## config.mk

```make
export PLATFORM = sky130hd
export DESIGN_NAME = sample_stream_ctrl_flat
export DESIGN_NICKNAME = d
export VERILOG_FILES = /design/src/rtl/sample_stream_if.sv /design/src/rtl/sample_stream_ctrl.sv /design/src/flat_wrapper.sv
export SDC_FILE = /design/constraint.sdc
export NUM_CORES = 1
export LEC_CHECK = 0
export ABC_AREA = 1
export BUFFER_PORTS_ARGS = -buffer_cell sky130_fd_sc_hd__buf_4
export CAP_MARGIN = 15
export CORE_MARGIN = 1
export CORE_UTILIZATION = 40
export CTS_CLUSTER_DIAMETER = 80
export DETAILED_ROUTE_END_ITERATION = 10
export PLACE_DENSITY_LB_ADDON = 0.1
export RECOVER_POWER = 25
export SLEW_MARGIN = 15
export SYNTH_ARGS = -nofsm -noshare
export SYNTH_HDL_FRONTEND = slang
export SYNTH_SLANG_ARGS = --single-unit
```

## constraint.sdc

```tcl
create_clock -name clk -period 5.6 [get_ports clk]
set_input_delay 1.12 -clock clk [delete_from_list [all_inputs] [get_ports clk]]
set_output_delay 1.12 -clock clk [all_outputs]
set_load 0.05 [all_outputs]
```

## src/rtl/sample_stream_if.sv

```systemverilog
// Byte-in / word-out stream bundle for sample_stream_ctrl.
// The controller is the slave; the reader/consumer side is the master.
interface sample_stream_if #(
    parameter int WORD_BYTES = 3
);
    logic                      start;
    logic                      file_found;
    logic                      in_en;
    logic [7:0]                in_byte;
    logic                      out_valid;
    logic                      out_ready;
    logic [8*WORD_BYTES-1:0]   out_data;
    logic                      busy;
    logic                      done;
    logic                      overflow;
    logic                      padded;
    logic [31:0]               word_count;

    modport slave (
        input  start, file_found, in_en, in_byte, out_ready,
        output out_valid, out_data, busy, done, overflow, padded, word_count
    );

    modport master (
        output start, file_found, in_en, in_byte, out_ready,
        input  out_valid, out_data, busy, done, overflow, padded, word_count
    );
endinterface

```

## src/rtl/sample_stream_ctrl.sv

```systemverilog
// Packs file reader bytes into little-endian words, queues them in a
// show-ahead FIFO and detects end of file by an idle timeout.
module sample_stream_ctrl #(
    parameter int WORD_BYTES   = 3,
    parameter int FIFO_DEPTH   = 16,
    parameter int IDLE_TIMEOUT = 1000000
) (
    input  logic             clk,
    input  logic             rst,
    sample_stream_if.slave   s
);
    localparam int W  = 8 * WORD_BYTES;
    localparam int AW = $clog2(FIFO_DEPTH);
    localparam int IW = $clog2(IDLE_TIMEOUT);
    localparam int XW = (WORD_BYTES > 1) ? $clog2(WORD_BYTES) : 1;

    typedef enum logic [2:0] {
        IDLE,
        WAIT_FILE,
        CAPTURE,
        FLUSH,
        DONE
    } state_e;

    state_e          state_q, state_d;
    logic [XW-1:0]   idx_q, idx_d;
    logic [W-1:0]    lanes_q, lanes_d;
    logic [IW-1:0]   idle_q, idle_d;
    logic [AW-1:0]   wr_q, wr_d;
    logic [AW-1:0]   rd_q, rd_d;
    logic [AW:0]     cnt_q, cnt_d;
    logic [31:0]     wc_q, wc_d;
    logic            ovf_q, ovf_d;
    logic            pad_q, pad_d;

    logic [W-1:0]    mem [FIFO_DEPTH];

    logic            clear;
    logic            push_req;
    logic            push_ok;
    logic            pop;
    logic            empty;
    logic            full;
    logic [W-1:0]    push_word;

    assign empty = (cnt_q == '0);
    assign full  = (cnt_q == (AW+1)'(FIFO_DEPTH));
    assign pop   = !empty && s.out_ready;

    assign s.out_valid  = !empty;
    assign s.out_data   = empty ? '0 : mem[rd_q];
    assign s.busy       = (state_q == WAIT_FILE) || (state_q == CAPTURE) ||
                          (state_q == FLUSH);
    assign s.done       = (state_q == DONE);
    assign s.overflow   = ovf_q;
    assign s.padded     = pad_q;
    assign s.word_count = wc_q;

    always_comb begin
        state_d   = state_q;
        idx_d     = idx_q;
        lanes_d   = lanes_q;
        idle_d    = idle_q;
        pad_d     = pad_q;
        clear     = 1'b0;
        push_req  = 1'b0;
        push_word = lanes_q;

        unique case (state_q)
            IDLE, DONE: begin
                if (s.start) begin
                    state_d = WAIT_FILE;
                    clear   = 1'b1;
                    idx_d   = '0;
                    lanes_d = '0;
                    pad_d   = 1'b0;
                end
            end
            WAIT_FILE: begin
                if (s.file_found) begin
                    state_d = CAPTURE;
                    idle_d  = '0;
                end
            end
            CAPTURE: begin
                if (s.in_en) begin
                    idle_d = '0;
                    push_word[8*idx_q +: 8] = s.in_byte;
                    if (idx_q == XW'(WORD_BYTES - 1)) begin
                        push_req = 1'b1;
                        idx_d    = '0;
                        lanes_d  = '0;
                    end else begin
                        idx_d   = idx_q + 1'b1;
                        lanes_d = push_word;
                    end
                end else if (idle_q == IW'(IDLE_TIMEOUT - 2)) begin
                    // counter is about to reach IDLE_TIMEOUT-1
                    state_d = FLUSH;
                end else begin
                    idle_d = idle_q + 1'b1;
                end
            end
            FLUSH: begin
                // lanes above idx are already zero, so lanes_q is the padded word
                if (idx_q != '0) begin
                    push_req = 1'b1;
                    pad_d    = 1'b1;
                    idx_d    = '0;
                    lanes_d  = '0;
                end else if (empty) begin
                    state_d = DONE;
                end
            end
            default: state_d = IDLE;
        endcase
    end

    always_comb begin
        push_ok = push_req && (!full || pop);
        wr_d    = wr_q + AW'(push_ok);
        rd_d    = rd_q + AW'(pop);
        cnt_d   = cnt_q + (AW+1)'(push_ok) - (AW+1)'(pop);
        ovf_d   = ovf_q | (push_req & ~push_ok);
        wc_d    = (push_ok && (wc_q != '1)) ? wc_q + 1'b1 : wc_q;
        if (clear) begin
            wr_d  = '0;
            rd_d  = '0;
            cnt_d = '0;
            wc_d  = '0;
            ovf_d = 1'b0;
        end
    end

    always_ff @(posedge clk or posedge rst) begin
        if (rst) begin
            state_q <= IDLE;
            idx_q   <= '0;
            lanes_q <= '0;
            idle_q  <= '0;
            wr_q    <= '0;
            rd_q    <= '0;
            cnt_q   <= '0;
            wc_q    <= '0;
            ovf_q   <= 1'b0;
            pad_q   <= 1'b0;
        end else begin
            state_q <= state_d;
            idx_q   <= idx_d;
            lanes_q <= lanes_d;
            idle_q  <= idle_d;
            wr_q    <= wr_d;
            rd_q    <= rd_d;
            cnt_q   <= cnt_d;
            wc_q    <= wc_d;
            ovf_q   <= ovf_d;
            pad_q   <= pad_d;
        end
    end

    always_ff @(posedge clk) begin
        if (push_ok) begin
            mem[wr_q] <= push_word;
        end
    end
endmodule

```

## src/flat_wrapper.sv

```systemverilog
// flat-port wrapper written by rule: the top's interface ports become plain ports
module sample_stream_ctrl_flat 
#(
    parameter int WORD_BYTES   = 3,
    parameter int FIFO_DEPTH   = 16,
    parameter int IDLE_TIMEOUT = 1000000
)
  (clk, rst, s_start, s_file_found, s_in_en, s_in_byte, s_out_ready, s_out_valid, s_out_data, s_busy, s_done, s_overflow, s_padded, s_word_count);
  sample_stream_if #(.WORD_BYTES(WORD_BYTES)) s_i ();
  input  logic clk;
  input  logic rst;
  input wire logic [$bits(s_i.start)-1:0] s_start;
  input wire logic [$bits(s_i.file_found)-1:0] s_file_found;
  input wire logic [$bits(s_i.in_en)-1:0] s_in_en;
  input wire logic [$bits(s_i.in_byte)-1:0] s_in_byte;
  input wire logic [$bits(s_i.out_ready)-1:0] s_out_ready;
  output wire logic [$bits(s_i.out_valid)-1:0] s_out_valid;
  output wire logic [$bits(s_i.out_data)-1:0] s_out_data;
  output wire logic [$bits(s_i.busy)-1:0] s_busy;
  output wire logic [$bits(s_i.done)-1:0] s_done;
  output wire logic [$bits(s_i.overflow)-1:0] s_overflow;
  output wire logic [$bits(s_i.padded)-1:0] s_padded;
  output wire logic [$bits(s_i.word_count)-1:0] s_word_count;
  assign s_i.start = s_start;
  assign s_i.file_found = s_file_found;
  assign s_i.in_en = s_in_en;
  assign s_i.in_byte = s_in_byte;
  assign s_i.out_ready = s_out_ready;
  assign s_out_valid = s_i.out_valid;
  assign s_out_data = s_i.out_data;
  assign s_busy = s_i.busy;
  assign s_done = s_i.done;
  assign s_overflow = s_i.overflow;
  assign s_padded = s_i.padded;
  assign s_word_count = s_i.word_count;
  sample_stream_ctrl #(.WORD_BYTES(WORD_BYTES), .FIFO_DEPTH(FIFO_DEPTH), .IDLE_TIMEOUT(IDLE_TIMEOUT)) u_core (.clk(clk), .rst(rst), .s(s_i));
endmodule
```

### Yosys cells after proc, flatten, opt, wreduce, memory -nomap -nowiden

Memory sizes are Yosys's and may differ from the RTL's.
Index checks and enable logic that the tools add are counted.

* register bits: 96
* RAM bits: 384
* input bits: 14
* logic and storage cells: 103
* memories kept: 1

* add/subtract/negate cells: 8
* eq/ne operators: 17
* shift-type cells: 2
* mux-type cells: 42
* bitwise logic cells: 3
* reductions and logical operators: 20

Memories
* u_core.mem: depth 16, width 24, rd ports 1, clocked after Yosys merged registers in 0, write ports 1, RTL line sample_stream_ctrl.sv:36 `logic [W-1:0] mem [FIFO_DEPTH];`

Operators by type and width (number)
* $mux W24: 7
* $pmux W24 S3: 1
* $mux W32: 2
* $mux W20: 3
* $pmux W20 S2: 1
* $neg A5 Y34: 1
* $shift A8 B34 Y24 const A: 1
* $shiftx A8 B34 Y24: 1
* $add A32 B1 Y32 const B: 1
* $ne A32 B32 Y1 const B: 1
* $bwmux W24: 1
* $add A20 B1 Y20 const B: 1
* $eq A20 B20 Y1 const B: 1
* $mux W3: 6
* $ne A2 B2 Y1 const B: 7
* $pmux W3 S4: 1
* $mux W1: 10
* $add A4 B1 Y4: 2
* $mux W2: 4
* $mux W4: 2
* $reduce_bool A2 Y1: 4
* $eq A3 B2 Y1 const B: 2
* $pmux W2 S3: 1
* $reduce_and A3 Y1: 2
* 23 further kinds: 29

### Logic depth before layout (Yosys ltp)

Gate-level depths: netlist of the first run.

* depth in word-level cells: 9
* mapped depth: 15

### Least setup slack after synthesis of the first run

No wires, ideal clock.

* path kind: reg-to-output
* start: reg u_core.cnt_q[2]
* end: out s_out_data[10]
* arrival: 2.222 ns
* data required time: 4.480 ns
* path slack: 2.258 ns
* stages on the path, launching flop included: 7
* cells stage by stage: dfrtp_1 > inv_1 > ha_1 > nand4_1 > inv_1 > clkbuf_1 > a21oi_1

* word-level cells in the longest chain between the ends: 2

Ends and longest elaborated chain
* start: declaration: RTL line sample_stream_ctrl.sv:31 `logic [AW:0] cnt_q, cnt_d;`
* start signal: assignment: RTL line sample_stream_ctrl.sv:154 `cnt_q <= cnt_d;`
* $logic_not A5 Y1: RTL line sample_stream_ctrl.sv:46 `assign empty = (cnt_q == '0);`
* $mux W24: RTL line sample_stream_ctrl.sv:51 `assign s.out_data = empty ? '0 : mem[rd_q];`
* end: declaration: RTL line flat_wrapper.sv:18 `output wire logic [$bits(s_i.out_data)-1:0] s_out_data;`

No other way between the ends.

### Final worst setup path of the first run

* start: reg u_core.rd_q[1]
* end: out s_out_data[8]

* word-level cells in the longest chain between the ends: 2

Ends and longest elaborated chain
* start: declaration: RTL line sample_stream_ctrl.sv:30 `logic [AW-1:0] rd_q, rd_d;`
* start signal: assignment: RTL line sample_stream_ctrl.sv:153 `rd_q <= rd_d;`
* $mem_v2 Z16 W24
* $mux W24: RTL line sample_stream_ctrl.sv:51

No other way between the ends.

==> results of run 1 <==
[state kept, by name, indices dropped and copies added (netlist names)]
signal               flops
u_core.s.word_count     32
u_core.s.overflow        1
u_core.idle_q           20
u_core.s.padded          1
u_core.state_q           3
u_core.rd_q              4
u_core.wr_q              4
u_core.cnt_q             5
u_core.lanes_q          24
u_core.idx_q             2
u_core.mem             384
[critical path, delay by kind of cell, from the launching register on]
kind,cells,cell delay (ps)
buffers and inverters,2,1080
flip-flops,1,1030
AO/OA/AOI/OAI,3,590
AND/OR/NAND/NOR,1,130
[layout by cell type (no fill, tap or decap), drive strengths merged, types with 2 or more instances in the layout]
cell type,count
inv,123
xor2,14
nor3,11
xnor2,7
nand3b,5
clkbuf,107
bufinv,4
clkinv,27
o31ai,57
edfxtp,384
o21ai,132
buf,74
or2,3
a21oi,133
ha,16
o22ai,20
o21bai,2
nor2,218
nand2,577
clkinvlp,3
nand3,173
dfrtp,96
nand4,14
[cells in the mapped netlist]
library cell    n  area (um^2)
xnor2_1         7         61.3
nand3b_1        5         37.5
clkbuf_1       70          263
nand4_1        14         87.6
a21oi_1       132          661
ha_1           16          200
or2_2           3         18.8
edfxtp_1      384        11500
nand3_1       173          866
nor3_1         10         50.1
nor3b_1         1         7.51
nand2_1       574         2150
o211ai_1        1         7.51
o31ai_1        57          428
o21ai_0       129          646
o21ai_1         2         10.0
clkinv_1        3         11.3
nand2_4         2         22.5
buf_6           2         22.5
nor2_2          2         12.5
inv_2           3         11.3
a21oi_4         1         16.3
inv_1         119          447
o22ai_1        20          125
fa_1            1         20.0
buf_4           2         15.0
xor2_1         14          123
nor2_1        216          811
dfrtp_1        96         2400
a31oi_1         1         6.26
and2_1          1         6.26
buf_2          18         90.1
o21a_1          1         7.51
nor3_4          1         16.3
buf_1           9         33.8
nand2_2         1         6.26
o21bai_1        2         15.0
o21ai_2         1         8.76
[cells by family after synthesis]
kind of cell               synth area share [%]
AOI/OAI and AO/OA                          9.08
xor gates and xnor gates                  0.865
adders and majority gates                  1.04
buffers and inverters                      4.20
DFF                                        65.5
and+or+nand+nor                            19.3
[report_power, final]
part	internal [W]	switching, W
Clock	0.00194	0.00143
Sequential	0.00412	0.000189
Combinational	0.00114	0.00325
Total	0.00721	0.00487
[worst max path at each step]
stage                                   startpoint                         to  slack, ps  cells past startpoint
after floorplan                                rst  u_core.cnt_q[0]$_DFF_PP0_       1970                      1
after global placement    u_core.rd_q[1]$_DFF_PP0_              s_out_data[2]       1620                      8
after detailed placement  u_core.rd_q[1]$_DFF_PP0_              s_out_data[2]       1620                      8
after CTS                 u_core.rd_q[1]$_DFF_PP0_              s_out_data[2]        970                      8
after global routing      u_core.rd_q[1]$_DFF_PP0_              s_out_data[8]        810                      6
final                     u_core.rd_q[1]$_DFF_PP0_              s_out_data[8]       1020                      6
[area by class of cell]
type                       count  area (um^2)
timing repair buffer         119          753
inverter                     125          475
tap                          688          861
sequential                   480        13900
multi-input combinational   1388         6540
clock buffer                  62         1380
clock inverter                32          274
fill                        4985        28300
[routing by layer]
layer | share of wire (%) | routed length, um | vias to the layer above
met3 | 4.8 | 2740 | 68
met5 | 0 | 0 | -
met2 | 47 | 26500 | 314
met4 | 1.6 | 895 | 0
met1 | 47 | 26400 | 7360
li1 | - | - | 7337
[through the flow]
step / hold WS, ps / area [um^2] / cells / utilization (%)
2_1_floorplan: 473 / 21300 / 2094 / -
3_3_place_gp: 482 / 22800 / 2800 / 43.3
3_5_place_dp: 487 / 22800 / 2800 / 43.3
4_1_cts: 496 / 24400 / 2894 / 46.5
5_1_grt: 521 / 24200 / 2894 / 46.1
6_report: 498 / 24200 / 2894 / 46.1
==> summary.txt, run 1 <==
Final layout
  – Nets: 2198
  – Share of cells above drive strength 1: between 8 and 9%
  – Diodes inserted: 0
  – Area growth syn-to-layout: 13.9%

STA
  – Final Setup Violations: 0
  – Worst slew pin tran: ~2700 ps
  – Max-slew violations: 59
  – Unrepaired setup endpoints after global routing: false
  – Fin crit share: between 80% and 90%
  – Slew HR: -80.7%
  – Final worst path period need: ~4600 ps
  – Final Hold Viols: 0
  – Final worst slack: 1020 ps
  – Peak Freq: between 200 and 250 MHz
  – Skew final: roughly 22 ps
  – Setup_tns: 0 ps

Clock network
  – Cts repair resizes: 0
  – Clk slew on worst S/H paths: approximately 60 ps
  – Number of CTS-inserted buffers: between 50 and 60
  – CTS tree: built
  – Setup repair bufs after CTS: 0
  – Clock tree root buffer cell: clkbuf_16
  – CTS Buffer Depth: 3
  – TritonCTS Sinks: 480
  – Clock Latency Late Sink: approximately 600 ps
  – Htree depth: 2
  – Hold_buf cts: 0

Status
  – Failing checks: capacitance limit, slew limit
  – Status: finished with violations

Yosys
  – Syn avg cell area: around 10 um^2
  – Net count after synthesis: roughly 2100
  – Mapped Cells: approximately 2100
  – YS warnings: 0
  – Library cells used by synthesis: 38
  – Register area share after synthesis: about two thirds
  – Synth Cell Area: about 21000 um^2
  – #FFs+latches synth: 480

Global routing
  – First-pass GRT wire length: between 80000 and 90000 um
  – Total congestion overflow: 0
  – Global Route Usage Sum: between 20% and 30%
  – Met1 usage: 30.2%
  – Number of global-route vias before repair: approximately 15000
  – Pin count of the biggest net entering global routing: slightly below 200
  – Met3 GRT Util: 3.37%
  – Global Route met2 Usage: 34.3%
  – Busiest grt layer: met2
  – Antenna violations before repair: 0

Routing
  – Vias/cell: about 5.2
  – Drt wl/cell: about 20 um
  – # DRC: 0
  – Routed Antenna Nets: 0
  – WL final: 56500 um
  – Drt pass-1 iters: 5
  – Via count: ~15000
  – Initial drt markers: approximately 1200

Setup path
  – CP max stage delay: 1030 ps
  – Worst r2r src: u_core.state_q[0]$_DFFE_PP0P_
  – Worst setup EP type: output port
  – Cell Chain, Critical Path: buf_4 -> o21ai_0 -> nor2_1 -> o31ai_1 -> a21oi_1 -> buf_4
  – R2R depth: 7
  – Reg-to-reg critical path endpoint: u_core.mem[7][5]$_DFFE_PP_
  – Worst-path fanout max: 74
  – Critical path's most frequent cell: buf_4
  – Critical Path RT: about 4500 ps
  – Worst setup SP type: register
  – Kind of critical path: register to output port
  – Worst reg-to-reg setup slack: around 2000 ps
  – Worst EP arrival: between 3000 and 4000 ps
  – CP max stage cell: dfrtp_4

Floorplan
  – # rows: between 80 and 90
  – Io pins: 75
  – Core area: around 53000 um^2
  – Die height: ~230 um
  – Die width: between 200 and 250 um
  – Starting Density: about 40%
  – DIE AREA: approximately 54000 um^2

Run
  – Max Cap Viol: 1

Power
  – Power Density: about 500 nW/um^2
  – Worst vdd ir: 0.000545 V
  – Total Power: roughly 0.012 W
  – Leak: ~9.0 nW

Worst hold path
  – Hold Path Origin: u_core.lanes_q[19]$_DFFE_PP0P_
  – Hold path depth: 2
  – Hold Crit Endpoint: u_core.lanes_q[19]$_DFFE_PP0P_
  – Worst Hold Class: register to register

Place
  – Final Wtd Congestion: roughly 0.88
  – Post-DP HPWL: approximately 32000 um
  – Pre-CTS WS: between 1500 and 2000 ps
  – Port Buf Inserts: 74
No activity file was read; power rests on OpenSTA's default activity.
==> run 2: changes to the inputs <==
clock period = 4.62 ns   (was 5.6 ns; I/O delays follow)
==> summary.txt, run 2 (same netlist as run 1, synthesis figures left out) <==
Floorplan
  – Die height: 233 um (unchanged)
  – DIE AREA: 54100 um^2 (unchanged)
  – Io pins: 75 (unchanged)
  – Core area: 52600 um^2 (unchanged)
  – Starting Density: 40.5% (unchanged)
  – # rows: 84 (unchanged)
  – Die width: 233 um (unchanged)

Power
  – Leak: 9.08 nW (+0.36%)
  – Worst vdd ir: 0.000375 V (-31%)
  – Power Density: 620 nW/um^2 (+24%)
  – Total Power: 0.0151 W (+25%)

Clock network
  – Htree depth: 2 (unchanged)
  – Clk slew on worst S/H paths: 60 ps (about the same)
  – CTS Buffer Depth: 3 (unchanged)
  – Cts repair resizes: 0 (unchanged)
  – TritonCTS Sinks: 480 (unchanged)
  – CTS tree: built
  – Hold_buf cts: 0 (unchanged)
  – Clock tree root buffer cell: clkbuf_16
  – Clock Latency Late Sink: 620 ps (+20 ps)
  – Number of CTS-inserted buffers: 53 (unchanged)
  – Setup repair bufs after CTS: 0 (unchanged)

Setup path
  – Cell Chain, Critical Path: buf_4 -> clkinv_1 -> a21oi_1 -> o31ai_1 -> a21oi_1 -> buf_4
  – Kind of critical path: register to output port
  – Delay-heaviest family, CP: buffers and inverters
  – Buffers and inverters on the worst path: 3 (+1)
  – R2R depth: 7 (unchanged)
  – CP max stage delay: 900 ps (-130 ps)
  – Worst setup SP type: register
  – Worst setup EP type: output port
  – Critical Path RT: 3700 ps (-780 ps)
  – Worst-path fanout max: 26 (-65%)
  – Worst EP arrival: 3350 ps (-110 ps)
  – CP max stage cell: clkinv_1
  – Reg-to-reg critical path endpoint: u_core.mem[1][8]$_DFFE_PP_
  – Worst reg-to-reg setup slack: 1160 ps (-810 ps)
  – Worst r2r src: u_core.idx_q[0]$_DFFE_PP0P_

Final layout
  – Commonest non-fill, non-tap cell in the layout: nand2_1
  – Footprint of the multi-input gates: 6540 um^2 (about the same)
  – Commonest cells after routing, fill and taps aside: nand2_1, edfxtp_1, nor2_1, nand3_1, a21oi_1
  – Share of cells above drive strength 1: 8.03% (-0.080 points)
  – Seq. cell area: 13900 um^2 (unchanged)
  – Max reg flops: 384 (unchanged)
  – Largest Register: u_core.mem
  – Diodes inserted: 0 (unchanged)
  – Area growth syn-to-layout: 14.3%
  – Fillers: 4996 (+0.22%)
  – Nets: 2196 (-0.091%)

Routing
  – Drt pass-1 iters: 5 (unchanged)
  – Routed Antenna Nets: 0 (unchanged)
  – Drt wl/cell: 19.6 um (+0.26%)
  – # DRC: 0 (unchanged)
  – Initial drt markers: 1218 (+0.66%)
  – WL final: 56600 um (+0.16%)
  – Via count: 15000 (-0.27%)
  – Vias/cell: 5.20 (-0.16%)

STA
  – Slew HR: -108% (-28 points)
  – Final Hold Viols: 0 (unchanged)
  – Worst slew pin tran: 3120 ps (+424 ps)
  – Max-slew violations: 76 (+29%)
  – Setup_tns: 0 ps (unchanged)
  – Unrepaired setup endpoints after global routing: false
  – Peak Freq: 234 MHz
  – Skew final: 25.2 ps (+2.70 ps)
  – Final Setup Violations: 0 (unchanged)
  – Fin crit share: 92.4%
  – Final worst path period need: around 4300 ps

Global routing
  – Number of global-route vias before repair: 14400 (-3.1%)
  – Global Route Usage Sum: 21.2% (-0.10 points)
  – First-pass GRT wire length: 86900 um (-0.88%)
  – Pin count of the biggest net entering global routing: 194 (unchanged)
  – Total congestion overflow: 0 (unchanged)
  – Antenna violations before repair: 0 (unchanged)

Place
  – Final Wtd Congestion: 0.839 (-4.5%)
  – Port Buf Inserts: 74 (unchanged)
  – Post-DP HPWL: 32900 um (+3.2%)

Worst hold path
  – Worst Hold Class: register to register
  – Hold Path Origin: u_core.s.padded$_DFFE_PP0P_
  – Hold path depth: 2 (unchanged)
  – Hold Crit Endpoint: u_core.s.padded$_DFFE_PP0P_

Status
  – Status: finished with violations
  – Failing checks: capacitance limit, slew limit

Run
  – Max Cap Viol: 1 (unchanged)
[run 2: area by class of cell]
cell class                      count  area share [%]
Clock inverter                     28            1.28
Tap cell                          688            3.54
Sequential cell                   480            57.4
Multi-Input combinational cell   1388            26.9
Timing Repair Buffer              117            3.15
Inverter                          125            1.95
Clock buffer                       65            5.77
[run 2: worst max-delay path by stage]
stage / start / to / slack (ps) / cells after the start
finish: u_core.rd_q[3]$_DFF_PP0_ / s_out_data[9] / 350 / 6
detailed placement: u_core.rd_q[3]$_DFF_PP0_ / s_out_data[9] / 1060 / 6
CTS: u_core.rd_q[3]$_DFF_PP0_ / s_out_data[9] / 380 / 6
global route: rst / u_core.rd_q[0]$_DFF_PP0_ / 220 / 2
floorplan: rst / u_core.cnt_q[0]$_DFF_PP0_ / 1190 / 1
global placement: u_core.rd_q[3]$_DFF_PP0_ / s_out_data[19] / 1040 / 6
[run 2: where the power goes]
part	switching (W)	leakage [nW]	internal, W
clock	0.00175	0.833	0.00248
sequential	0.000112	4.87	0.00500
combinational	0.00427	3.38	0.00145
total	0.00613	9.08	0.00894
[run 2: through the flow]
stage          hold WS [ps]  instances  setup WS, ps  instance area [um^2]  utilization, %
2_1_floorplan           473       2094          1190                 21300               -
3_3_place_gp            484       2798          1040                 22800            43.3
3_5_place_dp            474       2798          1060                 22800            43.3
4_1_cts                 494       2891           381                 24500            46.6
5_1_grt                 508       2891           220                 24300            46.2
6_report                491       2891           350                 24300            46.2
[run 2: tightest hold or removal path: cells and delay by family, from the launching register on]
family / cells / cell delay [ps]
DFF: 1 / 360
and+or+nand+nor: 2 / 110
[run 2: per-layer routing]
metal	wire length, um	vias up	global-route usage, %
met5	0	-	0
met4	1060	0	5.04
met3	2920	79	3.59
met2	26300	342	33.7
met1	26300	7276	30.1
li1	-	7342	-
==> run 3: changes to the inputs <==
ABC_AREA = default   (was 1)
==> summary.txt, run 3 <==
Routing
  – Drt pass-1 iters: 5 (unchanged)
  – Drt wl/cell: 24.2 um (+23%)
  – Vias/cell: 5.55 (+6.6%)
  – Via count: 10800 (-28%)
  – Routed Antenna Nets: 0 (unchanged)
  – # DRC: 0 (unchanged)
  – Initial drt markers: 785 (-36%)
  – WL final: 47100 um (-17%)

STA
  – Unrepaired setup endpoints after global routing: false
  – Peak Freq: 252 MHz (+7.7%)
  – Skew final: 14.2 ps (-11.0 ps)
  – Max-slew violations: 86 (+13%)
  – Slew HR: -81.2% (+27 points)
  – Setup_tns: 0 ps (unchanged)
  – Final Setup Violations: 0 (unchanged)
  – Final Hold Viols: 0 (unchanged)
  – Fin crit share: 85.8% (-6.6 points)
  – Final worst slack: 657 ps (+307 ps)
  – Worst slew pin tran: 2700 ps (-416 ps)
  – Worst hold slack: 481 ps (-10.0 ps)
  – Final worst path period need: 3960 ps (-307 ps)

Yosys
  – Register area share after synthesis: 70.3% (+4.8 points)
  – Synth area leader: edfxtp_1
  – Asr flop ratio synth: 20.0% (unchanged)
  – Most frequent cell after synthesis: edfxtp_1
  – Mapped Cells: 1133 (-46%)
  – #FFs+latches synth: 480 (unchanged)
  – Post-synth EDFFs: 384 (unchanged)
  – Net count after synthesis: 1164 (-45%)
  – Synth Cell Area: 19800 um^2 (-6.8%)
  – Top-area cell type share of the netlist area: 58.2% (+3.9 points)
  – Syn avg cell area: 17.5 um^2 (+72%)
  – Area contributors post-synth: edfxtp_1, mux4_2, dfrtp_1, a22o_1, ha_1
  – YS warnings: 0 (unchanged)
  – Library cells used by synthesis: 52 (+37%)
  – Primary FF master, synth: edfxtp_1
  – Most frequent cells after synthesis: edfxtp_1, mux4_2, dfrtp_1, nor2_1, nand2_1

Clock network
  – Clock tree root buffer cell: clkbuf_16
  – CTS tree: built
  – Cts repair resizes: 0 (unchanged)
  – TritonCTS Sinks: 480 (unchanged)
  – Clock Latency Late Sink: 590 ps (-30 ps)
  – Hold_buf cts: 0 (unchanged)
  – Htree depth: 2 (unchanged)
  – Setup repair bufs after CTS: 0 (unchanged)
  – Clk slew on worst S/H paths: 60 ps (about the same)
  – Number of CTS-inserted buffers: 52 (-1.9%)
  – CTS Buffer Depth: 3 (unchanged)

Global routing
  – Pin count of the biggest net entering global routing: 58 (-70%)
  – First-pass GRT wire length: 71700 um (-17%)
  – Number of global-route vias before repair: 11100 (-23%)
  – Total congestion overflow: 0 (unchanged)
  – Antenna violations before repair: 0 (unchanged)
  – Global Route Usage Sum: 19.4% (-1.8 points)

Final layout
  – Commonest cells after routing, fill and taps aside: edfxtp_1, mux4_2, dfrtp_1, buf_4
  – Max reg flops: 384 (unchanged)
  – Commonest non-fill, non-tap cell in the layout: edfxtp_1
  – Nets: 1276 (-42%)
  – Final core occ: 46.9% (+0.62 points)
  – Largest Register: u_core.mem
  – Diodes inserted: 0 (unchanged)
  – Share of cells above drive strength 1: 22.2% (+14 points)
  – Area growth syn-to-layout: 15.7%

Worst hold path
  – Hold Crit Endpoint: u_core.lanes_q[19]$_DFFE_PP0P_
  – Hold Path Origin: u_core.lanes_q[19]$_DFFE_PP0P_
  – Worst Hold Class: register to register
  – Hold path depth: 1 (-1)

Status
  – Failing checks: capacitance limit, slew limit
  – Status: finished with violations

Floorplan
  – # rows: 81 (-3.6%)
  – Die height: 225 um (-3.4%)
  – Die width: 225 um (-3.4%)
  – Core area: 49000 um^2 (-6.8%)
  – DIE AREA: 50400 um^2 (-6.7%)
  – Starting Density: 40.5% (about the same)
  – Io pins: 75 (unchanged)

Setup path
  – Critical Path RT: 3700 ps (about the same)
  – Worst-path fanout max: 26 (unchanged)
  – Kind of critical path: register to output port
  – R2R depth: 14 (+7)
  – Worst setup SP type: register
  – Worst EP arrival: 3040 ps (-310 ps)
  – Worst setup EP type: output port
  – Worst r2r src: u_core.cnt_q[3]$_DFF_PP0_
  – Worst reg-to-reg setup slack: 1230 ps (+70 ps)
  – Reg-to-reg critical path endpoint: u_core.cnt_q[4]$_DFF_PP0_

Power
  – Leak: 7.64 nW (-16%)
  – Power Density: 592 nW/um^2 (-4.5%)
  – Total Power: 0.0136 W (-9.9%)
  – Worst vdd ir: 0.000473 V (+26%)

Run
  – Max Cap Viol: 2 (+1)

Place
  – Pre-CTS WS: 992 ps (-69.6 ps)
  – Final Wtd Congestion: 0.774 (-7.8%)
  – Port Buf Inserts: 74 (unchanged)
  – Post-DP HPWL: 27300 um (-17%)
==> run 3: cell types whose count changed in the layout (fill, tap and decap cells not counted), moves of 20 or more <==
cell / before / now
or4_1: 0 / 20
a21oi_1: 132 / 34
mux4_2: 0 / 120
inv_1: 118 / 23
nor2_1: 201 / 37
o31ai_1: 56 / 16
nand3_1: 173 / 24
o21ai_0: 129 / 27
a22o_1: 0 / 32
nand2_1: 574 / 46
nor2b_1: 0 / 26
==> run 3: cells by family after synthesis <==
logic type	count (synthesis)	synth area share, %
flip-flops	480	70.3
XOR/XNOR	20	0.884
buffers and inverters	80	1.60
AO/OA/AOI/OAI	139	4.73
AND/OR/NAND/NOR	274	7.57
adder cells (fa/ha/maj)	17	1.11
multiplexers	123	13.8
==> run 3: layout make-up <==
class	count	area [um^2]
inverters	24	91.3
clock buffers	66	1400
fillers	4206	26000
flip-flops and latches	480	13900
multi-input cells	573	5670
repair buffers	114	773
well taps	664	831
clock inverters	29	234
==> run 3: worst max-delay path, cell delays in order, from the launching register on <==
cell and delay (ps):
dfrtp_4 720, buf_4 450, mux4_2 390, mux4_2 480, nor2b_1 170, buf_4 200
==> run 3: power by group <==
| group | leakage (nW) | switching, W | internal, W |
|---|---|---|---|
| registers | 4.77 | 0.000226 | 0.00508 |
| logic | 2.08 | 0.00257 | 0.00170 |
| clock network | 0.792 | 0.00170 | 0.00231 |
| total | 7.64 | 0.00449 | 0.00908 |
==> run 3: worst max path at each step <==
stage	start	cells past startpoint	endpoint
detailed placement	s_in_en	7	u_core.mem[6][13]$_DFFE_PP_
CTS	u_core.rd_q[0]$_DFF_PP0_	5	s_out_data[2]
global placement	s_in_en	7	u_core.mem[6][14]$_DFFE_PP_
global route	u_core.rd_q[0]$_DFF_PP0_	5	s_out_data[11]
finish	u_core.rd_q[1]$_DFF_PP0_	5	s_out_data[6]
floorplan	s_in_en	7	u_core.mem[0][0]$_DFFE_PP_
==> run 3: through the flow <==
step                cells  area [um^2]
floorplan            1133        19800
global placement     1855        21500
detailed placement   1855        21500
CTS                  1950        23100
global route         1950        22900
finish               1950        22900
==> run 3: per-layer routing <==
metal | share of wire [%] | global-route usage [%]
met5 | 0 | 0
met1 | 45 | 27.5
met3 | 4.9 | 3.45
met2 | 48 | 31.3
met4 | 1.5 | 4.39
